[src/rtl/pair_triple_bist.sv]
// pair_triple_bist: sweeps all eight 3-bit patterns into a 2-of-3 detector and checks det_out against majority.
// Latency: pattern 000 visible the cycle after start; each pattern held SETTLE_CYCLES; done/results load on the 111 sample edge.
// Backpressure: none; start is ignored during RUN. Optional loop mode via PAIR_TRIPLE_BIST_LOOP_EN (chains sweeps while start high).
module pair_triple_bist #(
    parameter int SETTLE_CYCLES = 1
) (
    input  logic       clk,
    input  logic       reset,
    input  logic       start,
    output logic       in0,
    output logic       in1,
    output logic       in2,
    input  logic       det_out,
    output logic       busy,
    output logic       done,
    output logic       pass,
    output logic [3:0] fail_count,
    output logic [2:0] fail_pattern
);

    typedef enum logic [1:0] {IDLE, RUN, DONE} state_t;

    localparam logic [3:0] SETTLE_LAST = 4'(SETTLE_CYCLES - 1);

    state_t     state;
    state_t     state_nxt;
    logic       busy_nxt;
    logic       done_nxt;
    logic [2:0] pattern;
    logic [3:0] settle_cnt;
    logic [3:0] work_cnt;
    logic       first_seen;
    logic [2:0] first_pat;
    logic       expected;
    logic       sample;
    logic       sweep_end;
    logic       mismatch;
    logic       launch;

    // Golden 2-of-3 function of the pattern currently on the detector pins.
    assign expected  = (pattern[2] & pattern[1]) | (pattern[2] & pattern[0]) | (pattern[1] & pattern[0]);
    assign sample    = (state == RUN) && (settle_cnt == SETTLE_LAST);
    assign sweep_end = sample && (pattern == 3'd7);
    assign mismatch  = sample && (det_out != expected);
    assign launch    = (state != RUN) && start;

    // The pattern register is 0 outside RUN (it wraps 7->0 at sweep end), so the pins come straight from flops.
    assign in0 = pattern[2];
    assign in1 = pattern[1];
    assign in2 = pattern[0];

    // Next-state and next-value of the registered status outputs.
    always_comb begin
        state_nxt = state;
        case (state)
            IDLE: if (start) state_nxt = RUN;
            RUN: begin
                if (sweep_end) begin
`ifdef PAIR_TRIPLE_BIST_LOOP_EN
                    state_nxt = start ? RUN : DONE;
`else
                    state_nxt = DONE;
`endif
                end
            end
            DONE: if (start) state_nxt = RUN;
            default: state_nxt = IDLE;
        endcase
        busy_nxt = (state_nxt == RUN);
        // done is a pulse when a loop continues, and a held level while parked in DONE.
        done_nxt = sweep_end || ((state == DONE) && !start);
    end

    // State register plus busy/done flops.
    always_ff @(posedge clk) begin
        if (reset) begin
            state <= IDLE;
            busy  <= 1'b0;
            done  <= 1'b0;
        end else begin
            state <= state_nxt;
            busy  <= busy_nxt;
            done  <= done_nxt;
        end
    end

    // Pattern/settle sequencing and working mismatch accumulation for the current sweep.
    always_ff @(posedge clk) begin
        if (reset) begin
            pattern    <= 3'd0;
            settle_cnt <= 4'd0;
            work_cnt   <= 4'd0;
            first_seen <= 1'b0;
            first_pat  <= 3'd0;
        end else if (launch) begin
            pattern    <= 3'd0;
            settle_cnt <= 4'd0;
            work_cnt   <= 4'd0;
            first_seen <= 1'b0;
            first_pat  <= 3'd0;
        end else if (state == RUN) begin
            if (sample) begin
                settle_cnt <= 4'd0;
                pattern    <= pattern + 3'd1;
                if (sweep_end) begin
                    // Clear the working set so a looped sweep starts fresh.
                    work_cnt   <= 4'd0;
                    first_seen <= 1'b0;
                    first_pat  <= 3'd0;
                end else if (mismatch) begin
                    work_cnt <= work_cnt + 4'd1;
                    if (!first_seen) begin
                        first_seen <= 1'b1;
                        first_pat  <= pattern;
                    end
                end
            end else begin
                settle_cnt <= settle_cnt + 4'd1;
            end
        end
    end

    // Result registers, loaded at sweep end including the final pattern-7 sample.
    always_ff @(posedge clk) begin
        if (reset) begin
            pass         <= 1'b0;
            fail_count   <= 4'd0;
            fail_pattern <= 3'd0;
        end else if (sweep_end) begin
            fail_count   <= work_cnt + {3'b000, mismatch};
            fail_pattern <= first_seen ? first_pat : (mismatch ? pattern : 3'b000);
            pass         <= (work_cnt == 4'd0) && !mismatch;
        end
    end

endmodule

[config.mk]
export PLATFORM = sky130hd
export DESIGN_NAME = pair_triple_bist
export DESIGN_NICKNAME = d
export VERILOG_FILES = /design/src/rtl/pair_triple_bist.sv
export SDC_FILE = /design/constraint.sdc
export NUM_CORES = 1
export LEC_CHECK = 0
export BUFFER_PORTS_ARGS = -buffer_cell sky130_fd_sc_hd__buf_2
export CAP_MARGIN = 20
export CELL_PAD_IN_SITES_DETAIL_PLACEMENT = 0
export CELL_PAD_IN_SITES_GLOBAL_PLACEMENT = 1
export CORE_MARGIN = 2
export CORE_UTILIZATION = 31
export DETAILED_ROUTE_END_ITERATION = 8
export GPL_TIMING_DRIVEN = 1
export PLACE_DENSITY = 0.6
export SLEW_MARGIN = 10
export SYNTH_ARGS = -nofsm -noshare
export SYNTH_HDL_FRONTEND = slang
export SYNTH_SLANG_ARGS = --single-unit
export TNS_END_PERCENT = 5
[constraint.sdc]
create_clock -name clk -period 2 [get_ports clk]
set_input_delay 0.2 -clock clk [delete_from_list [all_inputs] [get_ports clk]]
set_output_delay 0.2 -clock clk [all_outputs]
set_load 0.03 [all_outputs]
==> After elaboration in Yosys (flattened, before gate mapping) <==
Index checks and enable logic that the tools add are counted.
{ "word_totals": {"out_inout_bits": 13, "word_cells": 58, "reg_bits": 27, "inputBits": 4} }
{ "op_classes": {"n_bitwise": 5, "add_sub_neg": 4, "n_reduce_logical": 18, "mux": 13, "eq_ne": 7} }
{ "op_table": {"columns": ["cell", "n"], "rows": [
  ["3-bit two-way mux", 5],
  ["4-bit two-way mux", 3],
  ["4-bit by 1-bit adder with 4-bit output (second input constant)", 2],
  ["4-bit zero test", 2],
  ["1-bit logical AND", 6],
  ["4-bit by 1-bit adder with 4-bit output", 1],
  ["2-bit by 1-bit == test with 1-bit output (second input constant)", 2],
  ["2-bit two-way mux", 2],
  ["2-bit by 1-bit inequality test with 1-bit output (second input constant)", 2],
  ["2-bit case mux with 2 select lines", 1],
  ["4-bit AND reduction", 1],
  ["2-bit OR reduction", 2],
  ["3-bit by 1-bit adder with 3-bit output (second input constant)", 1],
  ["1-bit bitwise AND", 3],
  ["3-bit == test (second input constant)", 1],
  ["3-bit AND reduction", 1],
  ["2-bit == test (second input constant)", 1],
  ["1-bit zero test", 2],
  ["2-bit zero test", 1],
  ["1-bit two-way mux", 2],
  ["1-bit OR", 2],
  ["2-bit AND reduction", 1],
  ["2-bit nonzero test", 1],
  ["1-bit logical OR", 1],
  ["1-bit inequality test", 1]
]} }

==> Logic depth before layout (Yosys ltp) <==
Gate-level depths: netlist of the first run.
{ "depth": {"ltp_word": 7, "ltp_mapped": 9, "depth_no_buf": 9} }

==> Worst setup path after synthesis of the first run <==
OpenSTA, ideal clock, no wires.
{ "synth_timing": {"path_kind": "register to register", "start": "reg pattern[1]", "end": "reg fail_count[3]", "t_required_ns": 1.914, "path_slack_ns": -0.236, "setup_time_ns": 0.086, "period_less_slack_ns": 2.236, "arrival_ns": 2.150, "path_stages_with_launch": 10, "n_path_buf": 1, "cell_sequence": "dfxtp_1 ha_1 or3_4 and2_4 buf_6 nor2_1 ha_1 nand3_1 xor2_1 a211oi_1"} }
{ "synth_via": {"elab_chain_len": 6, "word_cells_on_any_way": 9, "classes_between": "1 x add/sub; 2 x eq/ne; 4 x bitwise; 2 x reduce/logical"} }
{ "synth_rtl": {"columns": ["item", "line", "rtl"], "rows": [
  ["start, declared", "29", "logic [2:0] pattern;"],
  ["start signal, assigned", "104", "pattern <= pattern + 3'd1;"],
  ["1-bit bitwise AND", "41", "assign expected = (pattern[2] & pattern[1]) | (pattern[2] & pattern[0]) | (pattern[1] & pattern[0]);"],
  ["1-bit OR (2 in a row)", "41", null],
  ["1-bit inequality test", "44", "assign mismatch = sample && (det_out != expected);"],
  ["1-bit logical AND", "44", null],
  ["4-bit by 1-bit adder with 4-bit output", "130", "fail_count <= work_cnt + {3'b000, mismatch};"],
  ["end signal, assigned", "130", null],
  ["end, declared", "17", "output logic [3:0] fail_count,"]
]} }
Several ways; a longest one is shown, not always the timed one.
A chain may end at the register's enable or synchronous reset.

==> Worst setup path after layout of the first run <==
{ "layout_timing": {"start": "reg settle_cnt[0]", "end": "reg work_cnt[3]"} }
{ "layout_via": {"elab_chain_len": 5, "word_cells_on_any_way": 7, "classes_between": "1 x mux; 6 x reduce/logical"} }
{ "layout_rtl": {"columns": ["item", "line", "rtl"], "rows": [
  ["start, declared", "30", "logic [3:0] settle_cnt;"],
  ["start signal, assigned", "118", "settle_cnt <= settle_cnt + 4'd1;"],
  ["4-bit zero test *", "42", "assign sample = (state == RUN) && (settle_cnt == SETTLE_LAST);"],
  ["1-bit logical AND *", "42", null],
  ["1-bit logical AND (on tied branches)", "43, 44", null],
  ["2-bit nonzero test (no source line)", null, null],
  ["3-bit AND reduction (no source line)", null, null],
  ["end signal, assigned", "111", "work_cnt <= work_cnt + 4'd1;"],
  ["end, declared", "31", "logic [3:0] work_cnt;"]
]} }
Mark *: on every way between the ends. The rest lies on a longest branch, timed or not.

==> flow_summary.toml, run 1 <==
[sta]
min_period_ns = 1.885
max_freq_mhz = 530.6
rsz0062_at_grt = "false"
hold_viol = 0
setup_viol_count_final = 0
fin_skew_ns = 0.004659
maxSlewHeadroom = 0.7337
worstMarginPinSlew_ns = 0.3984
period_share = 0.9423
tns_ns = 0
slew_viol_final = 0

[yosys]
ys_types = 35
syn_nets = 155
synth_top_family_by_area = "simple AND/OR/NAND/NOR gates"
synth_adder_area_share = 0.07913
ys_warn_count = 0
synth_mux_area_frac = 0
yosys.area_share.simple = 0.2156
synth_seq_cells = 27
synth_area_sq_um = 1265
syn_inst = 143
yosysSeqAreaShare = 0.4273
avgSynthCellArea_sq_um = 8.846
synth_xor_xnor_area_share = 0.03462
synth_compound_area_frac = 0.2038

[cts]
cts_hold_buf = 0
ctsLongestPathBuffers = 2
cts_root_buffer = "clkbuf_8"
clk_pin_slew_ns = 0.10
h-tree-depth = 1
clock_latency_ns = 0.28
cts_buffers = 3
cts.sinks = 27
cts_tree = "built"

[floorplanning]
die_area_sq_um = 4608
ios = 17
fp.dieH_um = 67.88
start_util = 0.3185
rows = 23
die_x_um = 67.88
core_region_area_sq_um = 3971

[finish]
fin_cells = 214
antenna_cells = 0
syn2layout_area_growth_pct = 20.28
layout-drive-gt1-share = 0.2256
layout.nets = 177

[detailed_routing]
wire_per_inst_um = 13.16
detailedRoute.firstIterationViolations = 22
ant_nets = 0
firstDrtPassIters = 4
num_vias = 1093
drc = 0
drt_wl_total_um = 2817
vias_per_cell = 5.107

[worst_setup_path]
crit_type = "flip-flop to flip-flop"
crit_required_ns = 2.21
crit_path_start_kind = "flip-flop"
crit_path_end_kind = "flip-flop"
cp_max_fo = 5
arrival_ns = 2.10

[placement]
io_buffers = 16
routabilityCongestion = 0.7521
dp_hpwl_um = 2118
dp.cells = 210

[flow_run]
max-cap-violations = 0

[grt]
grtUsageTotal = 0.1388
grt_pass1_vias = 1022
grt_pass1_wl_um = 4719
grt_max_degree = 17
overflow = 0
antenna_found_initial = 0

[run_status]
status = "completed"

[pwr]
pwr_density_cell_nw_per_um2 = 637.3
p_leak_nw = 0.5996
ir_drop_mv = 0.2035

[worst_hold_path]
hp-class = "primary input to flip-flop"
through the flow:
step / util / setup slack [ns] / total power [W] / hold slack, ns / cell area, sq um
after floorplan: - / 0.005826 / 0.0006245 / 0.2728 / 1287
after global placement: 0.3655 / 0.1186 / 0.0006588 / 0.4424 / 1451
after detailed placement: 0.3655 / 0.08377 / 0.0006598 / 0.4588 / 1451
after CTS: 0.3771 / 0.06267 / 0.0009806 / 0.2652 / 1498
after global routing: 0.3831 / 0.007179 / 0.001021 / 0.2765 / 1521
final: 0.3831 / 0.1154 / 0.0009696 / 0.2662 / 1521
cells by family after synthesis:
kind of cell               after synthesis
and+or+nand+nor                         53
buffers and inverters                   11
xor gates and xnor gates                 5
DFF                                     27
AOI/OAI and AO/OA                       39
adders and majority gates                8
registers in the layout, indices dropped and copies added (netlist names), 2 cells and up:
name / count
fail_count: 4
fail_pattern: 3
first_pat: 3
pattern: 3
settle_cnt: 4
state: 2
work_cnt: 4
synthesized netlist by cell type:
cell type	count	area [sq um]
a211oi_1	5	37.54
a21o_1	1	7.510
a21oi_1	19	95.09
a221oi_1	1	8.760
and2_1	1	6.260
and2_4	1	8.760
and3b_1	1	8.760
buf_1	1	3.750
buf_2	1	5.000
buf_6	1	11.26
clkbuf_1	3	11.26
dfxtp_1	27	540.5
ha_1	8	100.1
inv_1	5	18.77
nand2_1	18	67.56
nand2b_1	1	6.260
nand3_1	7	35.03
nand3b_1	1	7.510
nand4_1	3	18.77
nand4b_1	1	8.760
nor2_1	12	45.04
nor2b_1	2	12.51
nor3b_2	1	12.51
o21a_1	3	22.52
o21ai_0	1	5.000
o311a_1	1	10.01
o311ai_0	1	8.760
o311ai_2	1	16.27
o31ai_1	5	37.54
o41ai_1	1	8.760
or3_4	1	11.26
or3b_2	1	8.760
or4_1	2	15.01
xnor2_1	1	8.760
xor2_1	4	35.03
area by class of cell:
| type | count | area [sq um] |
|---|---|---|
| tap | 50 | 62.56 |
| fill | 416 | 2450 |
| sequential | 27 | 548.0 |
| multi-input combinational | 105 | 713.2 |
| inverter | 5 | 18.77 |
| clock inverter | 1 | 5.005 |
| clock buffer | 3 | 41.29 |
| timing repair buffer | 23 | 132.6 |
layer usage:
layer / vias to the layer above / wire length, um / global-route usage
met1: 511 / 1441 / 0.1856
met5: - / 0 / 0
met2: 17 / 1241 / 0.2194
li1: 560 / - / -
met4: 0 / 46 / 0.05750
met3: 5 / 87 / 0.02632
worst max-delay path, cell delays in order (launching register included):
cell and delay (ns):
dfxtp_1 0.35, inv_1 0.08, ha_1 0.15, nor3b_4 0.25
o311ai_4 0.19, buf_4 0.19, or4_1 0.46, a21oi_1 0.14
report_power, final:
part           total (W)  switching [W]  leakage, nW  internal [W]
logic          0.0000970      0.0000602        0.354     0.0000368
clock network   0.000317       0.000177       0.0255      0.000140
registers       0.000555      0.0000107        0.220      0.000545
worst paths after layout:
path / from / end / slack (ns) / cells past startpoint
max reg2reg: settle_cnt[0] / work_cnt[3] / 0.12 / 7
min reg2reg: fail_count[1] / fail_count[1] / 0.47 / 2
max: settle_cnt[0] / work_cnt[3] / 0.12 / 7
min: start / done / 0.27 / 3
cell usage in the layout (no fill, tap or decap), types with 4 or more instances in the layout:
cell type	n
nand2_1	18
a211oi_1	5
nor2_1	11
inv_1	5
xor2_1	4
a21oi_1	19
nand3_1	7
buf_4	7
ha_1	6
dfxtp_1	25
o31ai_1	5
buf_2	16
timing repair:
| action | CTS | global route |
|---|---|---|
| endpoints found under the setup margin | 0 | 2 |
| gates resized for setup | 0 | 4 |
| buffers inserted | 0 | 0 |
No activity file was read; power rests on OpenSTA's default activity.
==> run 2, diff against run 1 <==
ABC_CLOCK_PERIOD_IN_PS = 2000   (was not set)
CORE_UTILIZATION = 25   (was 31)
PLACE_DENSITY = 0.5   (was 0.6)
==> flow_summary.toml, run 2 (synthesis results as in run 1) <==
[run_status]
status = "completed"

[worst_setup_path]
critPathTopFamily = "simple AND/OR/NAND/NOR gates"
slowest_stage = "dfxtp_4"
rrSetupSlack_ns = 0.12
crit_path_end_kind = "flip-flop"
cp_num_buf_inv = 0
cp_cell_sequence = "ha_4, or3_4, and2_4, nor2_2, ha_1, ha_1, xnor2_1, a211oi_1"
slowest_delay_ns = 0.38
crit_required_ns = 2.21
arrival_ns = 2.09
crit_path_start_kind = "flip-flop"
crit_top_cell = "ha_1"
crit_type = "flip-flop to flip-flop"
cp_max_fo = 9

[placement]
pre_cts_slack_ns = 0.09889
dp.cells = 226
io_buffers = 16
routabilityCongestion = 0.7418
dp_hpwl_um = 2249

[cts]
clock_latency_ns = 0.28
h-tree-depth = 1
clk_pin_slew_ns = 0.11
cts.sinks = 27
cts_buffers = 3
cts_hold_buf = 0
post_cts_buffers = 0
post_cts_resized = 0
cts_tree = "built"
cts_root_buffer = "clkbuf_8"
ctsLongestPathBuffers = 2

[detailed_routing]
num_vias = 1086
firstDrtPassIters = 4
ant_nets = 0
drc = 0
detailedRoute.firstIterationViolations = 42
vias_per_cell = 4.722
drt_wl_total_um = 3028
wire_per_inst_um = 13.17

[finish]
fillers = 527
reg_top3 = "fail_count (4), settle_cnt (4), work_cnt (4)"
syn2layout_area_growth_pct = 20.08
final_common_cell = "dfxtp_1"
fin_cells = 230
layout-drive-gt1-share = 0.2147
utilization = 0.3174
antenna_cells = 0
layout.nets = 176
final_cell_mix = "25 x dfxtp_1, 19 x a21oi_1, 18 x nand2_1"

[floorplanning]
fp.dieH_um = 75.13
core_region_area_sq_um = 4786
rows = 25
ios = 17
start_util = 0.2643
die_area_sq_um = 5645
die_x_um = 75.13

[sta]
period_share = 0.9390
min_period_ns = 1.878
tns_ns = 0
worstMarginPinSlew_ns = 0.3589
fin_skew_ns = 0.009195
setup_viol_count_final = 0
rsz0062_at_grt = "false"
slew_viol_final = 0
hold_viol = 0
maxSlewHeadroom = 0.7607
max_freq_mhz = 532.5
layout_setup_ws_ns = 0.1221

[pwr]
p_total_w = 0.0009797
ir_drop_mv = 0.2897
pwr_density_cell_nw_per_um2 = 645.0
p_leak_nw = 0.5959

[flow_run]
max-cap-violations = 0

[grt]
antenna_found_initial = 0
grt_pass1_wl_um = 5009
grtUsageTotal = 0.1175
grt_max_degree = 17
overflow = 0
grt_pass1_vias = 1034

[worst_hold_path]
hp-class = "primary input to flip-flop"
run 2: changes by cell type in the layout (fill, tap and decap cells not counted):
cell	change
nor2_4	-1
o311ai_4	-1
clkinv_2	-1
buf_4	-1
ha_2	-1
nor2_2	+1
inv_4	+1
o311ai_2	+1
ha_1	+1
run 2: worst reg2reg max path, cell delays in order, from the launching register on:
cell and delay, ns:
dfxtp_4 0.38, ha_4 0.18, or3_4 0.34, and2_4 0.18, nor2_2 0.13, ha_1 0.18
ha_1 0.16, xnor2_1 0.06, a211oi_1 0.21
run 2: power by group:
| group | internal [W] | switching (W) | total [W] | leakage [nW] |
|---|---|---|---|---|
| logic | 0.0000354 | 0.0000597 | 0.0000951 | 0.350 |
| clock network | 0.000143 | 0.000186 | 0.000329 | 0.0260 |
| registers | 0.000545 | 0.0000107 | 0.000555 | 0.220 |
run 2: path summary, 6_finish.rpt:
kind,from,end,cells after the start
setup reg to reg,pattern[0],fail_count[2],8
hold reg to reg,fail_count[0],fail_count[0],2
setup / recovery,pattern[0],fail_count[2],8
hold / removal,start,done,3
run 2: per-stage QoR:
stage	cell area (sq um)	hold WS, ns
finish	1519	0.2773
global placement	1465	0.4466
floorplan	1287	0.2728
CTS	1513	0.2664
global route	1519	0.2983
detailed placement	1465	0.4537
run 2: area by class of cell:
type | instances | area (sq um) | share of cell area
Inverter | 5 | 18.77 | 0.01236
Multi-Input combinational cell | 105 | 695.7 | 0.4580
Timing Repair Buffer | 22 | 125.1 | 0.08237
Sequential cell | 27 | 548.0 | 0.3608
Clock buffer | 3 | 41.29 | 0.02718
Clock inverter | 1 | 6.256 | 0.004119
Tap cell | 67 | 83.83 | 0.05519
run 2: per-layer routing:
layer / GRT usage / part of all wire / vias up
met4: 0.04094 / 0.011 / 0
met5: 0 / 0 / -
met3: 0.02008 / 0.026 / 4
li1: - / - / 556
met1: 0.1584 / 0.52 / 513
met2: 0.1901 / 0.44 / 13
==> run 3, diff against run 2 <==
CORE_MARGIN = not set   (was 2)
SETUP_SLACK_MARGIN = 0.2   (was not set)
SLEW_MARGIN = not set   (was 10)
==> flow_summary.toml, run 3 (synthesis results as in run 1) <==
[sta]
max_freq_mhz = 543.4
hold_viol = 0
slew_viol_final = 0
tns_ns = 0
fin_skew_ns = 0.006226
worstMarginPinSlew_ns = 0.3283
min_period_ns = 1.840
period_share = 0.9201
setup_viol_count_final = 0
maxSlewHeadroom = 0.7812
rsz0062_at_grt = "true"

[detailed_routing]
dr_wl_met2_um = 1587
drc = 0
route.met3.wl_um = 74
ant_nets = 0
detailedRoute.firstIterationViolations = 29
topRoutingLayerUsed = "met4"
firstDrtPassIters = 4
vias_per_cell = 4.624
drt-met1-wl_um = 1284
drt_wl_total_um = 2986
wire_per_inst_um = 12.60
num_vias = 1096

[cts]
cts_buffers = 3
clk_pin_slew_ns = 0.09
ctsLongestPathBuffers = 2
clock_latency_ns = 0.27
cts_tree = "built"
cts_root_buffer = "clkbuf_8"
cts.sinks = 27
h-tree-depth = 1

[grt]
grt_pass1_wl_um = 5223
grt_max_degree = 17
grtUsageTotal = 0.1279
grt_pass1_vias = 1094
overflow = 0
antenna_found_initial = 0

[pwr]
pwr_density_cell_nw_per_um2 = 593.8
p_leak_nw = 0.6409
ir_drop_mv = 0.3058

[finish]
multi_input_area_sq_um = 749.5
layout-drive-gt1-share = 0.2941
syn2layout_area_growth_pct = 30.07
fillers = 529
layout.nets = 183
reg_top3 = "fail_count (4), settle_cnt (4), work_cnt (4)"
utilization = 0.3438
final_cell_mix = "23 x dfxtp_1, 19 x a21oi_1, 18 x nand2_1"
seq_area_sq_um = 553.0
final_common_cell = "dfxtp_1"
antenna_cells = 0

[floorplanning]
ios = 17
fp.dieH_um = 73.13
rows = 25
die_x_um = 73.13
start_util = 0.2643
die_area_sq_um = 5348
core_region_area_sq_um = 4786

[worst_setup_path]
crit_path_start_kind = "flip-flop"
rrSetupSlack_ns = 0.16
arrival_ns = 2.04
cp_max_fo = 6
crit_path_end_kind = "flip-flop"
crit_type = "flip-flop to flip-flop"
crit_required_ns = 2.20

[placement]
io_buffers = 16
routabilityCongestion = 0.7135
dp_hpwl_um = 2204

[flow_run]
max-cap-violations = 0

[worst_hold_path]
hp-class = "primary input to flip-flop"

[run_status]
status = "completed"
[run 3: worst max-delay path: stages, from the launching register on]
cell and delay [ns]:
dfxtp_4 0.38, ha_4 0.18, or3_4 0.33, and2_4 0.17
nor2_4 0.12, ha_4 0.14, nand3_1 0.08, xor2_1 0.15
a211oi_1 0.21
[run 3: what timing repair did]
item | CTS | global route
setup buffers | 5 | 4
hold buffers | 0 | 0
pin swaps | 2 | 4
gates resized for setup | 1 | 8
setup endpoints to repair | 5 | 13
[run 3: through the flow]
| step | cell area (sq um) | power, W | hold WS [ns] | worst slack [ns] | instances |
|---|---|---|---|---|---|
| global route | 1645 | 0.001037 | 0.2867 | 0.07599 | 237 |
| finish | 1645 | 0.0009770 | 0.2657 | 0.1598 | 237 |
| CTS | 1572 | 0.0009972 | 0.2535 | 0.1383 | 233 |
| floorplan | 1321 | 0.0006305 | 0.2728 | 0.08895 | 143 |
| detailed placement | 1484 | 0.0006633 | 0.4459 | 0.1019 | 224 |
| global placement | 1484 | 0.0006639 | 0.4431 | 0.1295 | 224 |
[run 3: cell type report]
cell class,instances,area share
multi-input cells,105,0.4555
flip-flops and latches,27,0.3361
repair buffers,29,0.1179
well taps,67,0.05095
clock inverters,1,0.003042
inverters,5,0.01141
clock buffers,3,0.02510
[run 3: path summary, 6_finish.rpt]
kind / start / endpoint / cells after the start
setup / recovery: pattern[1] / fail_count[3] / 8
hold / removal: start / done / 3
setup reg to reg: pattern[1] / fail_count[3] / 8
hold reg to reg: fail_count[0] / fail_count[0] / 2
[run 3: routing by layer]
metal | GRT usage | vias to the layer above
met1 | 0.1466 | 511
li1 | - | 571
met4 | 0.03922 | 0
met2 | 0.2294 | 10
met3 | 0.03453 | 4
met5 | 0 | -
[run 3: where the power goes]
part	switching (W)	total (W)	internal, W
sequential	0.0000104	0.000554	0.000544
clock	0.000174	0.000313	0.000140
combinational	0.0000637	0.000109	0.0000455
